File: src/rtl/alu_pkg.sv
`default_nettype none
// ============================================================================
// Module      : alu_pkg
// Description : Shared definitions for the ALU sequencer: data and field
//               widths, the packed instruction layout, opcode encodings,
//               the controller state type and small opcode classifiers.
// Revision    : 1.0 - initial release
// ============================================================================
package alu_pkg;

  localparam int DATA_W  = 9;
  localparam int OPC_W   = 4;
  localparam int REG_AW  = 3;
  localparam int INSTR_W = OPC_W + 2 * REG_AW + DATA_W;  // 19

  // Instruction word: [18:15] opcode, [14:12] rd, [11:9] rs, [8:0] imm9
  typedef struct packed {
    logic [OPC_W-1:0]  opcode;
    logic [REG_AW-1:0] rd;
    logic [REG_AW-1:0] rs;
    logic [DATA_W-1:0] imm;
  } instr_t;

  localparam logic [OPC_W-1:0] OP_AND  = 4'b0000;
  localparam logic [OPC_W-1:0] OP_OR   = 4'b0001;
  localparam logic [OPC_W-1:0] OP_ADD  = 4'b0010;
  localparam logic [OPC_W-1:0] OP_SUB  = 4'b0011;
  localparam logic [OPC_W-1:0] OP_NOT  = 4'b0100;
  localparam logic [OPC_W-1:0] OP_MOV  = 4'b0101;
  localparam logic [OPC_W-1:0] OP_SLL  = 4'b0110;
  localparam logic [OPC_W-1:0] OP_SRL  = 4'b0111;
  localparam logic [OPC_W-1:0] OP_ADDI = 4'b1000;
  localparam logic [OPC_W-1:0] OP_SUBI = 4'b1001;
  localparam logic [OPC_W-1:0] OP_MOVI = 4'b1010;
  localparam logic [OPC_W-1:0] OP_NOP  = 4'b1011;
  localparam logic [OPC_W-1:0] OP_HALT = 4'b1111;

  typedef enum logic [2:0] {
    S_IDLE   = 3'd0,
    S_FETCH  = 3'd1,
    S_DECODE = 3'd2,
    S_EXEC   = 3'd3,
    S_WB     = 3'd4,
    S_HALTED = 3'd5
  } state_t;

  // 1100..1110 are unassigned encodings.
  function automatic logic op_is_illegal(input logic [OPC_W-1:0] op);
    return (op == 4'b1100) || (op == 4'b1101) || (op == 4'b1110);
  endfunction

  // Every real ALU operation (AND..MOVI) is encoded below NOP and writes rd.
  function automatic logic op_writes_reg(input logic [OPC_W-1:0] op);
    return (op <= OP_MOVI);
  endfunction

endpackage
`default_nettype wire

File: src/rtl/alu_regfile.sv
`default_nettype none
// ============================================================================
// Module      : alu_regfile
// Description : NREGS x DATA_W register file. Two combinational read ports
//               for operand fetch, one combinational debug read port and one
//               synchronous write port. Synchronous active-low reset to 0.
// Ports       : clk, rst_n           - clock, sync active-low reset
//               rd_addr_a/rd_data_a  - operand read port A
//               rd_addr_b/rd_data_b  - operand read port B
//               dbg_raddr/dbg_rdata  - debug read port
//               wr_en/wr_addr/wr_data- write port
// Revision    : 1.0 - initial release
// ============================================================================
module alu_regfile
  import alu_pkg::*;
#(
  parameter int NREGS = 8
) (
  input  logic              clk,
  input  logic              rst_n,
  input  logic [REG_AW-1:0] rd_addr_a,
  output logic [DATA_W-1:0] rd_data_a,
  input  logic [REG_AW-1:0] rd_addr_b,
  output logic [DATA_W-1:0] rd_data_b,
  input  logic [REG_AW-1:0] dbg_raddr,
  output logic [DATA_W-1:0] dbg_rdata,
  input  logic              wr_en,
  input  logic [REG_AW-1:0] wr_addr,
  input  logic [DATA_W-1:0] wr_data
);

  logic [DATA_W-1:0] regs_q [NREGS];
  logic [DATA_W-1:0] regs_d [NREGS];

  always_comb begin
    for (int i = 0; i < NREGS; i++) begin
      regs_d[i] = regs_q[i];
    end
    if (wr_en) begin
      regs_d[wr_addr] = wr_data;
    end
  end

  always_ff @(posedge clk) begin
    for (int i = 0; i < NREGS; i++) begin
      if (!rst_n) begin
        regs_q[i] <= '0;
      end else begin
        regs_q[i] <= regs_d[i];
      end
    end
  end

  assign rd_data_a = regs_q[rd_addr_a];
  assign rd_data_b = regs_q[rd_addr_b];
  assign dbg_rdata = regs_q[dbg_raddr];

endmodule
`default_nettype wire

File: src/rtl/alu_sequencer.sv
`default_nettype none
// ============================================================================
// Module      : alu_sequencer
// Description : Multi-cycle fetch/decode/execute/writeback controller that
//               drives an external combinational 9-bit ALU from an 8x9
//               register file. HALT is handled locally and never reaches
//               the ALU; unassigned opcodes run as NOP and set a sticky err.
// Ports       : clk, rst_n          - clock, sync active-low reset
//               start               - begin at PC=0 (IDLE/HALTED only)
//               imem_req/imem_addr  - instruction fetch request / address
//               imem_valid/imem_data- fetch response
//               alu_a/alu_b/alu_op  - registered ALU operands and opcode
//               alu_out             - ALU combinational result
//               busy/halted/err     - status
//               retire              - pulse per completed instruction
//               dbg_raddr/dbg_rdata - debug register read
// Revision    : 1.0 - initial release
// ============================================================================
module alu_sequencer
  import alu_pkg::*;
#(
  parameter int PC_W  = 8,
  parameter int NREGS = 8
) (
  input  logic               clk,
  input  logic               rst_n,
  input  logic               start,
  output logic               imem_req,
  output logic [PC_W-1:0]    imem_addr,
  input  logic               imem_valid,
  input  logic [INSTR_W-1:0] imem_data,
  output logic [DATA_W-1:0]  alu_a,
  output logic [DATA_W-1:0]  alu_b,
  output logic [OPC_W-1:0]   alu_op,
  input  logic [DATA_W-1:0]  alu_out,
  output logic               busy,
  output logic               halted,
  output logic               err,
  output logic               retire,
  input  logic [REG_AW-1:0]  dbg_raddr,
  output logic [DATA_W-1:0]  dbg_rdata
);

  state_t            state_q,  state_d;
  logic [PC_W-1:0]   pc_q,     pc_d;
  instr_t            ir_q,     ir_d;
  logic [DATA_W-1:0] alu_a_q,  alu_a_d;
  logic [DATA_W-1:0] alu_b_q,  alu_b_d;
  logic [OPC_W-1:0]  alu_op_q, alu_op_d;
  logic [DATA_W-1:0] result_q, result_d;
  logic              err_q,    err_d;

  logic              rf_we;
  logic [DATA_W-1:0] rd_val;
  logic [DATA_W-1:0] rs_val;
  logic [DATA_W-1:0] dec_a;
  logic [DATA_W-1:0] dec_b;
  logic [OPC_W-1:0]  dec_op;

  // Port A always reads R[rd], port B R[rs]; both are sampled in DECODE,
  // so rd==rs sees the old value long before WB writes the new one.
  alu_regfile #(
    .NREGS (NREGS)
  ) u_regfile (
    .clk       (clk),
    .rst_n     (rst_n),
    .rd_addr_a (ir_q.rd),
    .rd_data_a (rd_val),
    .rd_addr_b (ir_q.rs),
    .rd_data_b (rs_val),
    .dbg_raddr (dbg_raddr),
    .dbg_rdata (dbg_rdata),
    .wr_en     (rf_we),
    .wr_addr   (ir_q.rd),
    .wr_data   (result_q)
  );

  // Operand selection. NOP, HALT and unassigned opcodes fall to the
  // default: zero operands with NOP presented to the ALU.
  always_comb begin
    dec_a  = '0;
    dec_b  = '0;
    dec_op = OP_NOP;
    case (ir_q.opcode)
      OP_AND, OP_OR, OP_ADD, OP_SUB: begin
        dec_a  = rd_val;
        dec_b  = rs_val;
        dec_op = ir_q.opcode;
      end
      OP_NOT, OP_MOV, OP_SLL, OP_SRL: begin
        dec_a  = rs_val;
        dec_op = ir_q.opcode;
      end
      OP_ADDI, OP_SUBI: begin
        dec_a  = rd_val;
        dec_b  = ir_q.imm;
        dec_op = ir_q.opcode;
      end
      OP_MOVI: begin
        dec_b  = ir_q.imm;
        dec_op = ir_q.opcode;
      end
      default: begin
        dec_op = OP_NOP;
      end
    endcase
  end

  // alu_op_d defaults to NOP so the registered opcode is only non-NOP for
  // the single EXEC cycle that follows DECODE.
  always_comb begin
    state_d  = state_q;
    pc_d     = pc_q;
    ir_d     = ir_q;
    alu_a_d  = alu_a_q;
    alu_b_d  = alu_b_q;
    alu_op_d = OP_NOP;
    result_d = result_q;
    err_d    = err_q;
    rf_we    = 1'b0;
    case (state_q)
      S_IDLE, S_HALTED: begin
        if (start) begin
          pc_d    = '0;
          err_d   = 1'b0;
          state_d = S_FETCH;
        end
      end
      S_FETCH: begin
        if (imem_valid) begin
          ir_d    = imem_data;
          state_d = S_DECODE;
        end
      end
      S_DECODE: begin
        if (ir_q.opcode == OP_HALT) begin
          // PC left pointing at the HALT instruction.
          state_d = S_HALTED;
        end else begin
          alu_a_d  = dec_a;
          alu_b_d  = dec_b;
          alu_op_d = dec_op;
          if (op_is_illegal(ir_q.opcode)) begin
            err_d = 1'b1;
          end
          state_d = S_EXEC;
        end
      end
      S_EXEC: begin
        result_d = alu_out;
        state_d  = S_WB;
      end
      S_WB: begin
        rf_we   = op_writes_reg(ir_q.opcode);
        pc_d    = pc_q + PC_W'(1);
        state_d = S_FETCH;
      end
      default: begin
        state_d = S_IDLE;
      end
    endcase
  end

  always_ff @(posedge clk) begin
    if (!rst_n) begin
      state_q  <= S_IDLE;
      pc_q     <= '0;
      ir_q     <= '0;
      alu_a_q  <= '0;
      alu_b_q  <= '0;
      alu_op_q <= OP_NOP;
      result_q <= '0;
      err_q    <= 1'b0;
    end else begin
      state_q  <= state_d;
      pc_q     <= pc_d;
      ir_q     <= ir_d;
      alu_a_q  <= alu_a_d;
      alu_b_q  <= alu_b_d;
      alu_op_q <= alu_op_d;
      result_q <= result_d;
      err_q    <= err_d;
    end
  end

  assign imem_req  = (state_q == S_FETCH);
  assign imem_addr = pc_q;
  assign alu_a     = alu_a_q;
  assign alu_b     = alu_b_q;
  assign alu_op    = alu_op_q;
  assign busy      = (state_q != S_IDLE) && (state_q != S_HALTED);
  assign halted    = (state_q == S_HALTED);
  assign err       = err_q;
  assign retire    = (state_q == S_WB);

endmodule
`default_nettype wire
File: config.mk
export PLATFORM = sky130hd
export DESIGN_NAME = alu_sequencer
export DESIGN_NICKNAME = d
export VERILOG_FILES = /design/src/rtl/alu_pkg.sv /design/src/rtl/alu_regfile.sv /design/src/rtl/alu_sequencer.sv
export SDC_FILE = /design/constraint.sdc
export NUM_CORES = 1
export LEC_CHECK = 0
export ABC_AREA = 1
export CORE_ASPECT_RATIO = 0.7
export CORE_MARGIN = 2
export CORE_UTILIZATION = 38
export CTS_BUF_LIST = sky130_fd_sc_hd__clkbuf_4 sky130_fd_sc_hd__clkbuf_8 sky130_fd_sc_hd__clkbuf_16
export DETAILED_ROUTE_END_ITERATION = 6
export PLACE_DENSITY = 0.58
export SLEW_MARGIN = 15
export SYNTH_ARGS = -nofsm -noshare
export SYNTH_HDL_FRONTEND = slang
export SYNTH_SLANG_ARGS = --single-unit
File: constraint.sdc
create_clock -name clk -period 1.55 [get_ports clk]
set_input_delay 0.2325 -clock clk [delete_from_list [all_inputs] [get_ports clk]]
set_output_delay 0.2325 -clock clk [all_outputs]
set_load 0.005 [all_outputs]
==> results.md <==
* Main synth FF type: dfxtp_1
* CP endpoint kind: output pin
* Bufs and invs on worst path at 4
* Post-DR vias/cell at 5.473
* Final Setup Violations at 110
* Final net count at 1349
* Crit-path slowest cell: dfxtp_2
* CP cell instances: inv_4, buf_12, nor2_4, nand2_2, buf_6, nand2_4, nand2_1, buf_2
* GRT overflow at 0
* Max incr delay on CP at 0.36 ns
* XOR/XNOR share of the synthesized area at 0.2384%
* Die height at 120.3 um
* Root buffer cell: clkbuf_16
* Residual DRC at 2
* I/O pin count at 79
* DR WL met2 at 12750 um
* Hold Violations, Final at 0
* Post-synthesis register bit count at 140
* Post-Route M1 WL at 14440 um
* CTS max path bufs at 2
* I/O Buffers at 78
* Number of antenna diodes at 0
* Die width at 170.2 um
* VDD IR max at 0.7491 mV
* Initial Utilization at 38.84%
* Arrival time at the worst endpoint at 1.53 ns
* Synthesis-to-finish area growth at 50.14%
* Worst rel slew slack at 40.94%
* H-tree levels at 4
* Worst Skew at 0.01346 ns
* Layout fillers at 1770
* Simple-gate share of the synthesized area at 32.03%
* Slew of the pin with the lowest slew margin at 0.8847 ns
* Hold path startpoint: rst_n
* Final worst slack at -0.2085 ns
* GPL Wtd Cong at 0.9894
* Outcome: complete, but fails checks
* Most common cell in the synthesized netlist: nand2_1
* Largest net degree at the start of global routing at 78
* Cts bufs inserted at 17
* Yosys cell types at 31
* CP delay by family, top: buffers and inverters
* Syn Inst Count at 1130
* Placed wire-length estimate at 20660 um
* DR vias at 8582
* Syn_nets at 1166
* Pre-antenna DRT Iters at 7
* Post-synth EDFFs at 0
* CP Max Fanout at 3
* Area contributors post-synth: dfxtp_1 38%, nand3_1 10%, nand2_1 10%, o21ai_0 9.9%, nor2_1 8.9%
* Power Total at 10940 uW
* Routed Antenna Nets at 0
* Met3 WL at 4095 um
* Register area share after synthesis at 38.14%
* Layout cells sized above 1 at 32.13%
* Final min period at 1.759 ns
* Syn. warnings at 0
* Period Utilization, post-route at 113.5%
* GRT Total Usage at 29.13%
* Share of the synthesized area in the top cell type at 38.14%
* Critical R2R Launch: state_q[0]
* Power Density at 992.0 mW/mm2
* Worst hold path class: primary input to flip-flop
* Multi-input logic area at 0.004621 mm2
* Post-Route WL at 31920 um
* Post-Synth Adder-Cell Area at 0.1703%
* Netlist Area Pre-Place at 0.007348 mm2
* CP Launch Point: state_q[0]
* Largest family of logic cells by synthesized area: simple AND/OR/NAND/NOR gates
* Share of flip-flops with an asynchronous set or reset at 0%
* CTS tree: yes
* Worst skew pair latency at 0.43 ns
* Fmax at 568.7 MHz
* Mux share of post-synthesis cell area at 0%
* DR top layer: met4
* Core Box Area at 0.01892 mm2
* 1st-iter DRT viols at 1164
* Startpoint types: flip-flop
* Initial antenna violation count at 0
* Vias in the first global route at 7394
* Leading area contributor after synthesis: dfxtp_1
* Rows at 42
* Worst slack, placed at -0.8031 ns
* WL per Instance at 20.36 um
* Clock slew at reported path FFs at 0.07 ns
* LEAKAGE at 0.004767 uW
* Failing checks: design-rule violations, negative setup slack
* Die Area at 0.02048 mm2
* Total area of sequential cells at 0.002851 mm2
* Mapped Avg Cell Area at 6.503 um2
* CP required at 1.32 ns
* Global-route wire length before repair at 44190 um
* Unrepaired setup endpoints after global routing: yes
* Post-synthesis compound-gate area fraction at 18.32%
* Clock Sinks at 140
* Max-Cap Viols at 0
* Slew Limit Fails at 0
* Most frequent cells after synthesis: 195 x nand2_1, 174 x nor2_1, 148 x nand3_1, 145 x o21ai_0, 140 x dfxtp_1
* Kind of critical path: flip-flop to output pin
[registers in the layout, summed over array words and instances, names as in the netlist, named ones only]
signal	count
u_regfile.regs_q	72
alu_op	4
result_q	9
ir_q	19
state_q	3
err	1
imem_addr	8
alu_a	9
alu_b	9
[report_power, final]
group | leakage, uW | switching (uW) | total (uW) | internal [uW]
sequential | 0.00115 | 204 | 3990 | 3790
clock | 0.000279 | 1830 | 4100 | 2270
combinational | 0.00334 | 1670 | 2850 | 1180
[layer usage]
| metal | track usage, % | vias to the layer above |
|---|---|---|
| li1 | - | 4077 |
| met1 | 42.49 | 3986 |
| met2 | 39.38 | 465 |
| met3 | 11.78 | 54 |
| met4 | 6.998 | 0 |
| met5 | 0 | - |
[final timing paths]
| check | endpoint | slack [ns] | depth (start not counted) |
|---|---|---|---|
| hold / removal | alu_op[3] | 0.21 | 4 |
| hold reg to reg | err | 0.45 | 2 |
| setup reg to reg | u_regfile.regs_q[2][6] | -0.19 | 10 |
| setup / recovery | busy | -0.21 | 8 |
[metrics by stage]
step / cell area, um2 / setup TNS [ns] / util (%) / std cells / hold slack, ns
floorplan: 7348 / 0 / - / 1130 / 0.3674
detailed placement: 8986 / -7.672 / 47.50 / 1487 / 0.4428
CTS: 9861 / -2.543 / 52.12 / 1539 / 0.1949
finish: 11030 / -11.82 / 58.32 / 1568 / 0.2111
global route: 11030 / -18.09 / 58.32 / 1568 / 0.2274
global placement: 8986 / -7.383 / 47.50 / 1487 / 0.4443
[worst min-delay path, delay by kind of cell]
kind                   cells  cell delay (ns)
and+or+nand+nor            2             0.14
buffers and inverters      2             0.24
[cells by family (layout without fill, tap and decap cells)]
| family | after synthesis | in the layout |
|---|---|---|
| AOI/OAI and AO/OA | 265 | 265 |
| adders and majority gates | 1 | 1 |
| xor gates and xnor gates | 2 | 2 |
| DFF | 140 | 140 |
| buffers and inverters | 186 | 371 |
| and+or+nand+nor | 536 | 547 |
[what timing repair did]
action / 4_1_cts / 5_1_grt
gates resized for setup: 165 / 271
setup buffers: 16 / 13
hold buffers: 0 / 0
pin swaps: 24 / 57
cloned: 4 / 16
setup endpoints to repair: 43 / 147
[area by class of cell]
cell class	instances	area share (%)
Inverter	119	4.684
Clock inverter	15	1.372
Timing Repair inverter	4	0.2268
Timing Repair Buffer	216	19.39
Multi-Input combinational cell	815	41.88
Sequential cell	140	25.84
Clock buffer	17	3.856
Tap cell	242	2.744
[cells in the final DEF (no fill, tap or decap), drive strengths merged]
cell type	Yosys	final
xor2	2	2
or2	3	3
a211oi	1	1
a31oi	9	9
clkdlybuf4s50	0	51
inv	111	123
dfxtp	140	140
clkdlybuf4s15	8	1
clkinvlp	0	5
nand3	149	149
dlygate4sd2	0	5
dlymetal6s2s	0	7
ha	1	1
nand2	201	208
clkbuf	29	20
o21ai	149	149
bufinv	0	1
clkinv	8	9
a21oi	105	105
buf	30	149
nor2	180	184
a22oi	1	1
nor3	3	3
Power figures use the tool's default switching activity.
